$ cat config.mk
export PLATFORM = sky130hd
export DESIGN_NAME = if2dec_fifo
export DESIGN_NICKNAME = d
export VERILOG_FILES = /design/src/rtl/if2dec_fifo.sv
export SDC_FILE = /design/constraint.sdc
export NUM_CORES = 1
export LEC_CHECK = 0
export CORE_ASPECT_RATIO = 1.1
export CORE_MARGIN = 4
export CORE_UTILIZATION = 58
export CTS_BUF_LIST = sky130_fd_sc_hd__clkbuf_4 sky130_fd_sc_hd__clkbuf_8
export CTS_CLUSTER_DIAMETER = 50
export DETAILED_ROUTE_END_ITERATION = 7
export HOLD_SLACK_MARGIN = 0.1
export PLACE_DENSITY_LB_ADDON = 0.1
export REMOVE_ABC_BUFFERS = 1
export SLEW_MARGIN = 20
export SYNTH_ARGS = -nofsm -noshare
export SYNTH_HDL_FRONTEND = slang
export SYNTH_SLANG_ARGS = --single-unit
$ cat constraint.sdc
create_clock -name clk -period 2.8 [get_ports clk]
set_input_delay 0.56 -clock clk [delete_from_list [all_inputs] [get_ports clk]]
set_output_delay 0.56 -clock clk [all_outputs]
set_load 0.03 [all_outputs]
$ cat src/rtl/if2dec_fifo.sv
// if2dec_fifo: decoupling FIFO between instruction fetch and decode.
//
// Payload layout (WIDTH = 97): [31:0] PC, [63:32] instruction,
// [95:64] predicted address, [96] predicted-taken flag.
//
// Ports:
//   clk         clock, rising edge
//   reset_n     asynchronous active-low reset
//   DIN_SI      payload from fetch
//   PUSH_SI     write request
//   POP_SD      read request from decode
//   FLUSH_SD    discard all contents (overrides push/pop)
//   DOUT_RI     head-entry payload (valid only while EMPTY_SI=0)
//   EMPTY_SI    no valid entry visible at the output
//   FULL_SI     occupancy == DEPTH
//   COUNT_SI    occupancy, 0..DEPTH
//   OVF_ERR_SI  sticky: push dropped while full
//   UDF_ERR_SI  sticky: pop issued while empty
//
// Optional feature: define IF2DEC_FIFO_BYPASS_EN to let a push into an empty
// FIFO appear at the output in the same cycle (and be consumed directly by a
// same-cycle pop).

module if2dec_fifo #(
  parameter int unsigned WIDTH = 97,
  parameter int unsigned DEPTH = 4,
  parameter int unsigned PTR_W = $clog2(DEPTH)
) (
  input  logic             clk,
  input  logic             reset_n,
  input  logic [WIDTH-1:0] DIN_SI,
  input  logic             PUSH_SI,
  input  logic             POP_SD,
  input  logic             FLUSH_SD,
  output logic [WIDTH-1:0] DOUT_RI,
  output logic             EMPTY_SI,
  output logic             FULL_SI,
  output logic [PTR_W:0]   COUNT_SI,
  output logic             OVF_ERR_SI,
  output logic             UDF_ERR_SI
);

  localparam logic [PTR_W:0] CntFull = PTR_W'(0) | (PTR_W+1)'(DEPTH);

  logic [WIDTH-1:0] mem_q [DEPTH];
  logic [PTR_W-1:0] wr_ptr_q, wr_ptr_d;
  logic [PTR_W-1:0] rd_ptr_q, rd_ptr_d;
  logic [PTR_W:0]   cnt_q, cnt_d;
  logic             ovf_q, ovf_d;
  logic             udf_q, udf_d;

  logic stored_empty;
  logic bypass;       // empty FIFO with a live push: output shows DIN_SI
  logic bypass_take;  // bypassed payload consumed by a same-cycle pop
  logic push_acc;
  logic pop_acc;

  assign stored_empty = (cnt_q == '0);

`ifdef IF2DEC_FIFO_BYPASS_EN
  assign bypass      = stored_empty && PUSH_SI && !FLUSH_SD;
`else
  assign bypass      = 1'b0;
`endif
  assign bypass_take = bypass && POP_SD;

  // Outputs: status comes from registers only, except the bypass path.
  assign EMPTY_SI   = stored_empty && !bypass;
  assign FULL_SI    = (cnt_q == CntFull);
  assign COUNT_SI   = cnt_q;
  assign DOUT_RI    = bypass ? DIN_SI : mem_q[rd_ptr_q];
  assign OVF_ERR_SI = ovf_q;
  assign UDF_ERR_SI = udf_q;

  // A full FIFO with a simultaneous pop frees the slot for the push.
  assign push_acc = PUSH_SI && (!FULL_SI || POP_SD) && !FLUSH_SD && !bypass_take;
  assign pop_acc  = POP_SD && !stored_empty && !FLUSH_SD;

  always_comb begin
    wr_ptr_d = wr_ptr_q;
    rd_ptr_d = rd_ptr_q;
    cnt_d    = cnt_q;
    ovf_d    = ovf_q;
    udf_d    = udf_q;

    if (FLUSH_SD) begin
      // Flush discards any same-cycle push/pop without flagging errors.
      wr_ptr_d = '0;
      rd_ptr_d = '0;
      cnt_d    = '0;
    end else begin
      if (push_acc) wr_ptr_d = wr_ptr_q + 1'b1;
      if (pop_acc)  rd_ptr_d = rd_ptr_q + 1'b1;

      if (push_acc && !pop_acc) begin
        cnt_d = cnt_q + 1'b1;
      end else if (pop_acc && !push_acc) begin
        cnt_d = cnt_q - 1'b1;
      end

      if (PUSH_SI && FULL_SI && !POP_SD) ovf_d = 1'b1;
      if (POP_SD && EMPTY_SI)            udf_d = 1'b1;
    end
  end

  always_ff @(posedge clk or negedge reset_n) begin
    if (!reset_n) begin
      wr_ptr_q <= '0;
      rd_ptr_q <= '0;
      cnt_q    <= '0;
      ovf_q    <= 1'b0;
      udf_q    <= 1'b0;
    end else begin
      wr_ptr_q <= wr_ptr_d;
      rd_ptr_q <= rd_ptr_d;
      cnt_q    <= cnt_d;
      ovf_q    <= ovf_d;
      udf_q    <= udf_d;
    end
  end

  always_ff @(posedge clk or negedge reset_n) begin
    if (!reset_n) begin
      for (int i = 0; i < DEPTH; i++) begin
        mem_q[i] <= '0;
      end
    end else if (push_acc) begin
      mem_q[wr_ptr_q] <= DIN_SI;
    end
  end

endmodule

==> results of run 1 <==
==> power breakdown <==
group          switching (uW)  internal, uW  leakage, uW
logic                    3170          3810      0.00385
clock network            2100          2740     0.000666
registers                 962          7590      0.00497
==> synthesized netlist by cell type (2+ instances only) <==
cell      instances  area share, %
buf_6            22            1.4
nand2b_1          2          0.070
buf_2            27           0.76
mux2_2          268             17
inv_1             8           0.17
clkbuf_1         16           0.34
xor2_1            3           0.15
o31ai_1           2          0.084
buf_1             8           0.17
ha_1              4           0.28
a31oi_1           3           0.11
dfrtp_1         397             56
a21o_1            2          0.084
nand3_1           2          0.056
mux4_2           97             12
a21oi_1           2          0.056
and3_1            5           0.18
nand2_1           3          0.063
mux2_4          120             10
nor2_1            6           0.13
==> cell families (layout without fill, tap and decap cells) <==
group | Yosys count | after routing | share of synthesized area (%)
xor gates and xnor gates | 4 | 4 | 0.197
other | 0 | 1 | 0
adders and majority gates | 5 | 5 | 0.393
DFF | 397 | 397 | 55.8
muxes | 485 | 485 | 39.3
AOI/OAI and AO/OA | 18 | 18 | 0.723
and+or+nand+nor | 24 | 24 | 0.801
buffers and inverters | 81 | 369 | 2.82
==> routing by layer <==
layer / up-vias / part of all wire, % / GRT usage (%) / routed length [um]
li1: 4286 / - / - / -
met1: 5296 / 44 / 31.8 / 16600
met2: 209 / 49 / 37.3 / 18600
met3: 49 / 4.8 / 4.39 / 1810
met4: 0 / 1.9 / 6.35 / 704
met5: - / 0 / 0 / 0
==> worst min-delay path by stage <==
stage | start | slack, ns | cells after the start | to
after CTS | reset_n | 0.43 | 2 | mem_q[71]
after global placement | UDF_ERR_SI | 0.46 | 1 | UDF_ERR_SI
final | reset_n | 0.45 | 2 | mem_q[362]
after floorplan | reset_n | 0.26 | 0 | COUNT_SI[0]
after detailed placement | UDF_ERR_SI | 0.46 | 1 | UDF_ERR_SI
after global routing | reset_n | 0.45 | 2 | rd_ptr_q[0]
==> timing repair <==
item                                    in CTS  in global routing
gates cloned                                 4                  2
hold buffers                                 1                  0
resized for setup                          408                 44
setup buffers                                4                  0
hold endpoints to repair                    31                  0
endpoints found under the setup margin      99                 47
==> worst max-delay path, cell delays in order, from the launching register on <==
cell	delay (ns)
dfrtp_4	0.48
buf_12	0.16
buf_16	0.16
mux4_2	0.51
clkdlybuf4s15_2	0.29
==> per-stage QoR <==
step	instance area [um2]	hold slack (ns)	std cells	util, %
global route	21600	0.455	1717	71.1
finish	21600	0.455	1717	71.1
floorplan	17300	0.264	941	-
detailed placement	20500	0.463	1601	67.4
global placement	20500	0.463	1601	67.4
CTS	21700	0.428	1714	71.4
==> state kept, by name (all words and copies together), names as in the netlist <==
| name | count |
|---|---|
| COUNT_SI | 3 |
| OVF_ERR_SI | 1 |
| UDF_ERR_SI | 1 |
| mem_q | 388 |
| rd_ptr_q | 2 |
| wr_ptr_q | 2 |
==> cell type report <==
class,count,area (um2),area share [%]
repair buffers,257,2510,11.6
diodes,1,2.50,0.0116
well taps,414,518,2.39
inverters,8,30.0,0.139
multi-input cells,536,7400,34.2
clock buffers,103,1240,5.71
clock inverters,1,7.51,0.0347
flip-flops and latches,397,9940,45.9
==> summary.txt, run 1 <==
Run status: complete, no violations
CP max FO: 10
Cell Area, Synth: 17800 um2
Vias after detailed routing: 9840
FFs w/ async S/R, synth: 100%
Avg Cell Area, Syn: 17.6 um2
Critical path required time: 2.24 ns
Unique masters post-synth: 37
Initial antenna violation count: 1
Pre-Repair DR Iteration Count: 4
Clk root buf: clkbuf_8
Worst Tran Pin Value: 0.506 ns
RePlAce Congestion: 0.759
Wire per inst: 21.9 um
PnR worst setup slack: 0.0104 ns
Pin count of the biggest net entering global routing: 63
Final Hold Vio Count: 0
Flop-to-flop setup slack: 0.71 ns
TritonCTS clock tree: built
Vias per std cell: 5.73
Area grow syn2layout: 21.5%
Die X: 175 um
Worst EP arrival: 2.23 ns
Maximum vdd drop: 588 uV
Crit Reg-Reg Endpoint: mem_q[165]
Worst reg2reg startpoint: COUNT_SI[1]
Post-synth top flop: dfrtp_1
Most frequent cells in the layout: dfrtp_1, mux2_2, mux2_4, clkdlybuf4s50_1, mux4_2
First DRT Iteration DRCs: 377
Slew Viols, Final: 0
Routed Antenna Nets: 0
RSZ-0062 raised after global routing: true
Core area: 30400 um2
Final nets: 1368
Setup violations, final: 0
# rows: 67
Final WL: 37.6 mm
Fill count: 2031
Setup CP Type: flop to output port
Rel. slew slack: 66.2%
Drt drc: 0
Setup Skew: 0.0266 ns
Dpl ws: 0.194 ns
DP Wirelength: 23.3 mm
CP Capture Type: output port
Post-synth EDFFs: 0
Worst reg-to-reg path cell count: 4
I/O pin total: 206
Leading cell type in the layout, fill and taps excluded: dfrtp_1
Register area share after synthesis: 55.8%
Max_cap viols: 0
Tcrit/Tclk final: 99.6%
Die Ht: 192 um
Leakage: 0.00948 uW
Design Power: 20400 uW
Gr usage total: 22.8%
Hold Path Class: input pin to asynchronous set/reset pin
Crit path time final: 2.79 ns
Critical path startpoint: rd_ptr_q[0]
Port bufs: 205
Crit path to: DOUT_RI[41]
Number of global-route vias before repair: 11100
CTS clock-pin slew for the worst setup and hold paths: 0.06 ns
Clock buffer depth: 3
Synth Warn #: 0
Total number of H-tree levels: 2
Layout cells sized above 1: 57.4%
Setup TNS: 0 ns
Max Clock Freq: 358 MHz
Sink Count: 397
Crit path launch type: flop
Pwr dens: 941 nW/um2
Clk_lat worst skew: 0.60 ns
Yosys reg bits: 397
Post-synthesis cell count: 1014
Die area: 33600 um2
First-pass GRT wire length: 60.9 mm
Initial core utilization: 58.6%
Grt total ovfl: 0
CTS Buf Count: 61
(Power assumes the default switching activity.)
==> run 2: changes to the inputs <==
- CORE_UTILIZATION: 58 -> 40
- REMOVE_ABC_BUFFERS: 1 -> not set
- SLEW_MARGIN: 20 -> not set
==> summary.txt, run 2 (synthesized netlist as in run 1, its figures left out) <==
Run status: complete, no violations
Die X: 209 um (+19%)
DP Wirelength: 26.5 mm (+14%)
Gr usage total: 17.4% (-5.4 points)
Crit-path slowest cell: mux4_2
Rel. slew slack: 64.6% (-1.7 points)
Vias per std cell: 5.14 (-10%)
Die area: 48000 um2 (+43%)
CP max FO: 9 (-1)
CP max stage delay: 0.49 ns (-0.02 ns)
Max Clock Freq: 369 MHz (+2.9%)
CP Capture Type: output port
CTS Buf Count: 72 (+18%)
Tcrit/Tclk final: 96.8% (-2.8 points)
Hold Crit Depth: 1
Maximum vdd drop: 566 uV (-3.7%)
TritonCTS clock tree: built
Number of global-route vias before repair: 11200 (+0.97%)
Final Hold Vio Count: 0 (unchanged)
Cell Chain, Critical Path: buf_12 > mux4_2 > dlygate4sd2_1
Non-Filler Instances: 1912 (+11%)
Grt total ovfl: 0 (unchanged)
Hold wc startpoint: mem_q[147]
Most frequent cells in the layout: dfrtp_1, mux2_2, mux2_4, clkdlybuf4s50_1, mux4_2
WHS: 0.499 ns (+0.0441 ns)
Pre-Repair DR Iteration Count: 4 (unchanged)
Clock buffer depth: 3 (unchanged)
Clk_lat worst skew: 0.62 ns (+0.02 ns)
Max reg flops: 388 (unchanged)
Setup CP Type: flop to output port
Area grow syn2layout: 24.9%
Routed Antenna Nets: 0 (unchanged)
Met2 usage: 28.9% (-8.4 points)
GR peak layer: met2
Setup violations, final: 0 (unchanged)
Setup TNS: 0 ns (unchanged)
Total number of H-tree levels: 3 (+1)
Crit path launch type: flop
DP Cell Count: 1776 (+11%)
RSZ-0062 raised after global routing: true
Initial core utilization: 40.7% (-18 points)
Net Count, Synth: 1121
Wire per inst: 21.6 um (-1.7%)
Design Area, Final: 22300 um2 (+2.8%)
Clk root buf: clkbuf_8
Port bufs: 205 (unchanged)
# rows: 80 (+19%)
Worst reg-to-reg path cell count: 5 (+1)
Final nets: 1398 (+2.2%)
First-pass GRT wire length: 66.2 mm (+8.7%)
Critical path required time: 2.24 ns (about the same)
Sink Count: 397 (unchanged)
Layout cells sized above 1: 58.4% (+1.0 points)
Fill count: 3692 (+82%)
RePlAce Congestion: 0.724 (-4.7%)
Slew Viols, Final: 0 (unchanged)
Die Ht: 229 um (+20%)
Leading cell type in the layout, fill and taps excluded: dfrtp_1
Worst Hold End: mem_q[147]
Core area: 43700 um2 (+44%)
Pwr dens: 951 nW/um2 (+1.1%)
Drt drc: 0 (unchanged)
Flop-to-flop setup slack: 0.60 ns (-0.11 ns)
GR Layer Usage met3: 4.58% (+0.19 points)
Hold Path Class: flop to flop
Worst reg2reg startpoint: COUNT_SI[2]
Max_cap viols: 0 (unchanged)
Util after Layout: 50.9% (-20 points)
Cell Area, Placed: 21000 um2 (+2.4%)
Worst EP arrival: 2.15 ns (-0.08 ns)
M1 GR Usage: 22.5% (-9.4 points)
Biggest register: mem_q
I/O pin total: 206 (unchanged)
Vias after detailed routing: 9832 (-0.081%)
Final WL: 41.2 mm (+9.4%)
Setup Skew: 0.0220 ns (-0.00467 ns)
First DRT Iteration DRCs: 328 (-13%)
Crit path time final: 2.71 ns (-0.0780 ns)
Worst Tran Pin Value: 0.532 ns (+0.0252 ns)
Crit Reg-Reg Endpoint: mem_q[149]
CTS clock-pin slew for the worst setup and hold paths: 0.06 ns (about the same)
Leakage: 0.00972 uW (+2.5%)
Pin count of the biggest net entering global routing: 78 (+24%)
Initial antenna violation count: 2 (+1)
==> run 2: cell count changes in the layout (fill, tap and decap cells not counted), moves of 6 or more <==
| cell | previous run | this run |
|---|---|---|
| clkdlybuf4s15_2 | 22 | 1 |
| clkbuf_4 | 29 | 23 |
| buf_6 | 0 | 10 |
| buf_4 | 26 | 42 |
| clkbuf_8 | 74 | 89 |
| buf_12 | 20 | 36 |
==> run 2: worst max-delay path by stage <==
stage,endpoint,slack [ns],startpoint
after detailed placement,mem_q[335],0.08,PUSH_SI
after CTS,DOUT_RI[9],-0.14,rd_ptr_q[0]
after global routing,DOUT_RI[61],-0.02,rd_ptr_q[0]
final,DOUT_RI[57],0.09,rd_ptr_q[0]
after global placement,mem_q[146],0.11,POP_SD
after floorplan,COUNT_SI[1],0.002,COUNT_SI[2]
==> run 2: layout make-up <==
cell class / instances / area, um2 / area share (%)
repair buffers: 276 / 2690 / 12.1
inverters: 8 / 30.0 / 0.135
multi-input cells: 536 / 7400 / 33.3
flip-flops and latches: 397 / 9940 / 44.7
clock buffers: 112 / 1400 / 6.28
diodes: 1 / 2.50 / 0.0112
clock inverters: 8 / 72.6 / 0.326
well taps: 574 / 718 / 3.23
==> run 2: worst max-delay path: cells and delay by family, from the launching register on <==
family	cells	cell delay, ns
buffers and inverters	2	0.56
DFF	1	0.47
muxes	1	0.49
==> run 2: per-layer routing <==
layer  wire length [um]  part of all wire, %
met5                 20                0.049
met4                745                  1.8
met3               2090                  5.1
met2              20500                   50
met1              17900                   43
==> run 2: per-stage QoR <==
stage	setup WS [ns]	total power (uW)
floorplan	0.00234	13500
global placement	0.111	16000
detailed placement	0.0839	16200
CTS	-0.137	21600
global route	-0.0193	22400
finish	0.0884	21200
==> run 2: repair_timing <==
action | 4_1_cts | 5_1_grt
setup endpoints to repair | 99 | 16
resized for setup | 502 | 5
buffers inserted | 14 | 0
gates cloned | 2 | 0
hold buffers | 1 | 0
hold endpoints to repair | 57 | 0
pin swaps | 0 | 0
==> run 2: power by group <==
part / switching, uW / total, uW / internal, uW
Clock: 2360 / 5600 / 3240
Combinational: 3220 / 7060 / 3840
Sequential: 926 / 8510 / 7590
Total: 6500 / 21200 / 14700
==> run 3: changes to the inputs <==
- CTS_BUF_LIST: sky130_fd_sc_hd__clkbuf_4 sky130_fd_sc_hd__clkbuf_8 -> sky130_fd_sc_hd__clkbuf_4
==> summary.txt, run 3 (synthesized netlist as in run 1, its figures left out) <==
Vias per std cell: 5.08 (-1.1%)
Max reg flops: 388 (unchanged)
Layout cells sized above 1: 60.3% (+1.9 points)
Setup violations, final: 72 (+72)
Failing checks: negative setup slack
Setup Skew: 0.0405 ns (+0.0185 ns)
Worst Tran Pin Value: 0.531 ns (-0.000717 ns)
Initial antenna violation count: 4 (+2)
Port bufs: 205 (unchanged)
Slew Viols, Final: 0 (unchanged)
CTS clock-pin slew for the worst setup and hold paths: 0.07 ns (about the same)
Hold Path Class: input pin to asynchronous set/reset pin
Pin count of the biggest net entering global routing: 78 (unchanged)
Area grow syn2layout: 27.4%
I/O pin total: 206 (unchanged)
Die area: 48000 um2 (unchanged)
Final Hold Vio Count: 0 (unchanged)
Clk root buf: clkbuf_4
Vias after detailed routing: 10100 (+3.1%)
Crit path time final: 2.88 ns (+0.169 ns)
Most frequent cells in the layout: dfrtp_1, mux2_2, clkbuf_4, mux2_4, clkdlybuf4s50_1
Max_cap viols: 0 (unchanged)
# rows: 80 (unchanged)
DP Wirelength: 26.5 mm (unchanged)
Die Ht: 229 um (unchanged)
Net Count, Synth: 1121 (unchanged)
CP max FO: 11 (+2)
Total number of H-tree levels: 3 (unchanged)
Gr usage total: 17.5% (+0.073 points)
Final WL: 41.6 mm (+1.0%)
Run status: finished with violations
RSZ-0062 raised after global routing: true
PnR worst setup slack: -0.0809 ns (-0.169 ns)
Leading cell type in the layout, fill and taps excluded: dfrtp_1
Die X: 209 um (unchanged)
Clk_lat worst skew: 0.80 ns (+0.18 ns)
Biggest register: mem_q
Worst EP arrival: 2.32 ns (+0.17 ns)
Critical path required time: 2.24 ns (about the same)
CTS Buf Count: 108 (+50%)
Design Power: 21500 uW (+1.4%)
Wire per inst: 20.9 um (-3.1%)
Setup CP Type: flop to output port
Pwr dens: 946 nW/um2 (-0.59%)
TritonCTS clock tree: built
Dpl ws: 0.0839 ns (unchanged)
Grt total ovfl: 0 (unchanged)
First DRT Iteration DRCs: 328 (unchanged)
Max Clock Freq: 347 MHz (-5.9%)
Final nets: 1441 (+3.1%)
Initial core utilization: 40.7% (unchanged)
CP Capture Type: output port
RePlAce Congestion: 0.724 (unchanged)
Rel. slew slack: 64.6% (about the same)
Core area: 43700 um2 (unchanged)
Tcrit/Tclk final: 103% (+6.0 points)
Crit path launch type: flop
Drt drc: 0 (unchanged)
Sink Count: 397 (unchanged)
Clock buffer depth: 3 (unchanged)
Number of global-route vias before repair: 11500 (+3.1%)
Setup TNS: -2.41 ns (-2.41 ns)
WHS: 0.328 ns (-0.171 ns)
Fill count: 3699 (+0.19%)
Routed Antenna Nets: 0 (unchanged)
First-pass GRT wire length: 66.6 mm (+0.55%)
Maximum vdd drop: 546 uV (-3.5%)
Pre-Repair DR Iteration Count: 4 (unchanged)
Leakage: 0.00996 uW (+2.5%)
-- run 3: changes by cell type in the layout (fill, tap and decap cells not counted), moves of 3 or more --
cell,previous run,this run
dlygate4sd2_1,3,0
clkinv_1,0,14
dfrtp_2,0,3
clkinvlp_4,3,0
dfrtp_1,395,392
buf_2,74,18
clkbuf_8,89,0
clkbuf_4,23,177
buf_4,42,45
clkbuf_16,0,3
buf_6,10,67
-- run 3: area by class of cell --
| cell class | instances | area [um2] | share of cell area (%) |
|---|---|---|---|
| inverter | 8 | 30.0 | 0.132 |
| timing repair buffer | 283 | 3200 | 14.1 |
| multi-input combinational | 536 | 7400 | 32.6 |
| sequential | 397 | 9950 | 43.8 |
| clock buffer | 177 | 1330 | 5.85 |
| clock inverter | 16 | 62.6 | 0.276 |
| tap | 574 | 718 | 3.16 |
| antenna | 3 | 7.51 | 0.0331 |
-- run 3: metrics by stage --
stage / cell area (um2) / cells / util [%]
after detailed placement: 21000 / 1776 / 48.0
after floorplan: 17800 / 1014 / -
final: 22700 / 1994 / 51.9
after CTS: 22500 / 1984 / 51.4
after global routing: 22700 / 1994 / 51.9
after global placement: 21000 / 1776 / 48.0
-- run 3: critical path: stages (launching register included) --
cell,delay [ns]
dfrtp_4,0.52
buf_12,0.18
buf_4,0.14
buf_4,0.13
mux4_2,0.42
buf_6,0.16
-- run 3: layer usage --
layer | up-vias | GRT usage (%) | part of all wire (%)
met4 | 2 | 6.53 | 1.9
met3 | 62 | 4.79 | 5.2
met1 | 5359 | 22.2 | 43
met2 | 216 | 28.8 | 50
li1 | 4500 | - | -
met5 | - | 0 | 0.048
-- run 3: where the power goes --
| group | internal, uW | switching (uW) |
|---|---|---|
| combinational | 4410 | 3340 |
| sequential | 7580 | 921 |
| clock | 2820 | 2380 |
-- run 3: final timing paths --
| check | slack [ns] | startpoint | cells after the start | end |
|---|---|---|---|---|
| worst min-delay path | 0.33 | reset_n | 2 | mem_q[254] |
| worst max-delay path | -0.08 | rd_ptr_q[0] | 5 | DOUT_RI[22] |
| max in group asynchronous | 1.56 | reset_n | 4 | mem_q[85] |
| worst max register to register | 0.66 | COUNT_SI[1] | 5 | mem_q[16] |
| worst min register to register | 0.50 | mem_q[44] | 1 | mem_q[44] |
| min in group clk | 0.46 | DIN_SI[33] | 2 | mem_q[324] |
-- run 3: what timing repair did --
item | 4_1_cts | 5_1_grt
cloned | 2 | 3
gates resized for setup | 573 | 83
endpoints found under the setup margin | 100 | 97
endpoints found under the hold margin | 178 | 0
buffers inserted | 12 | 5
hold buffers | 1 | 0
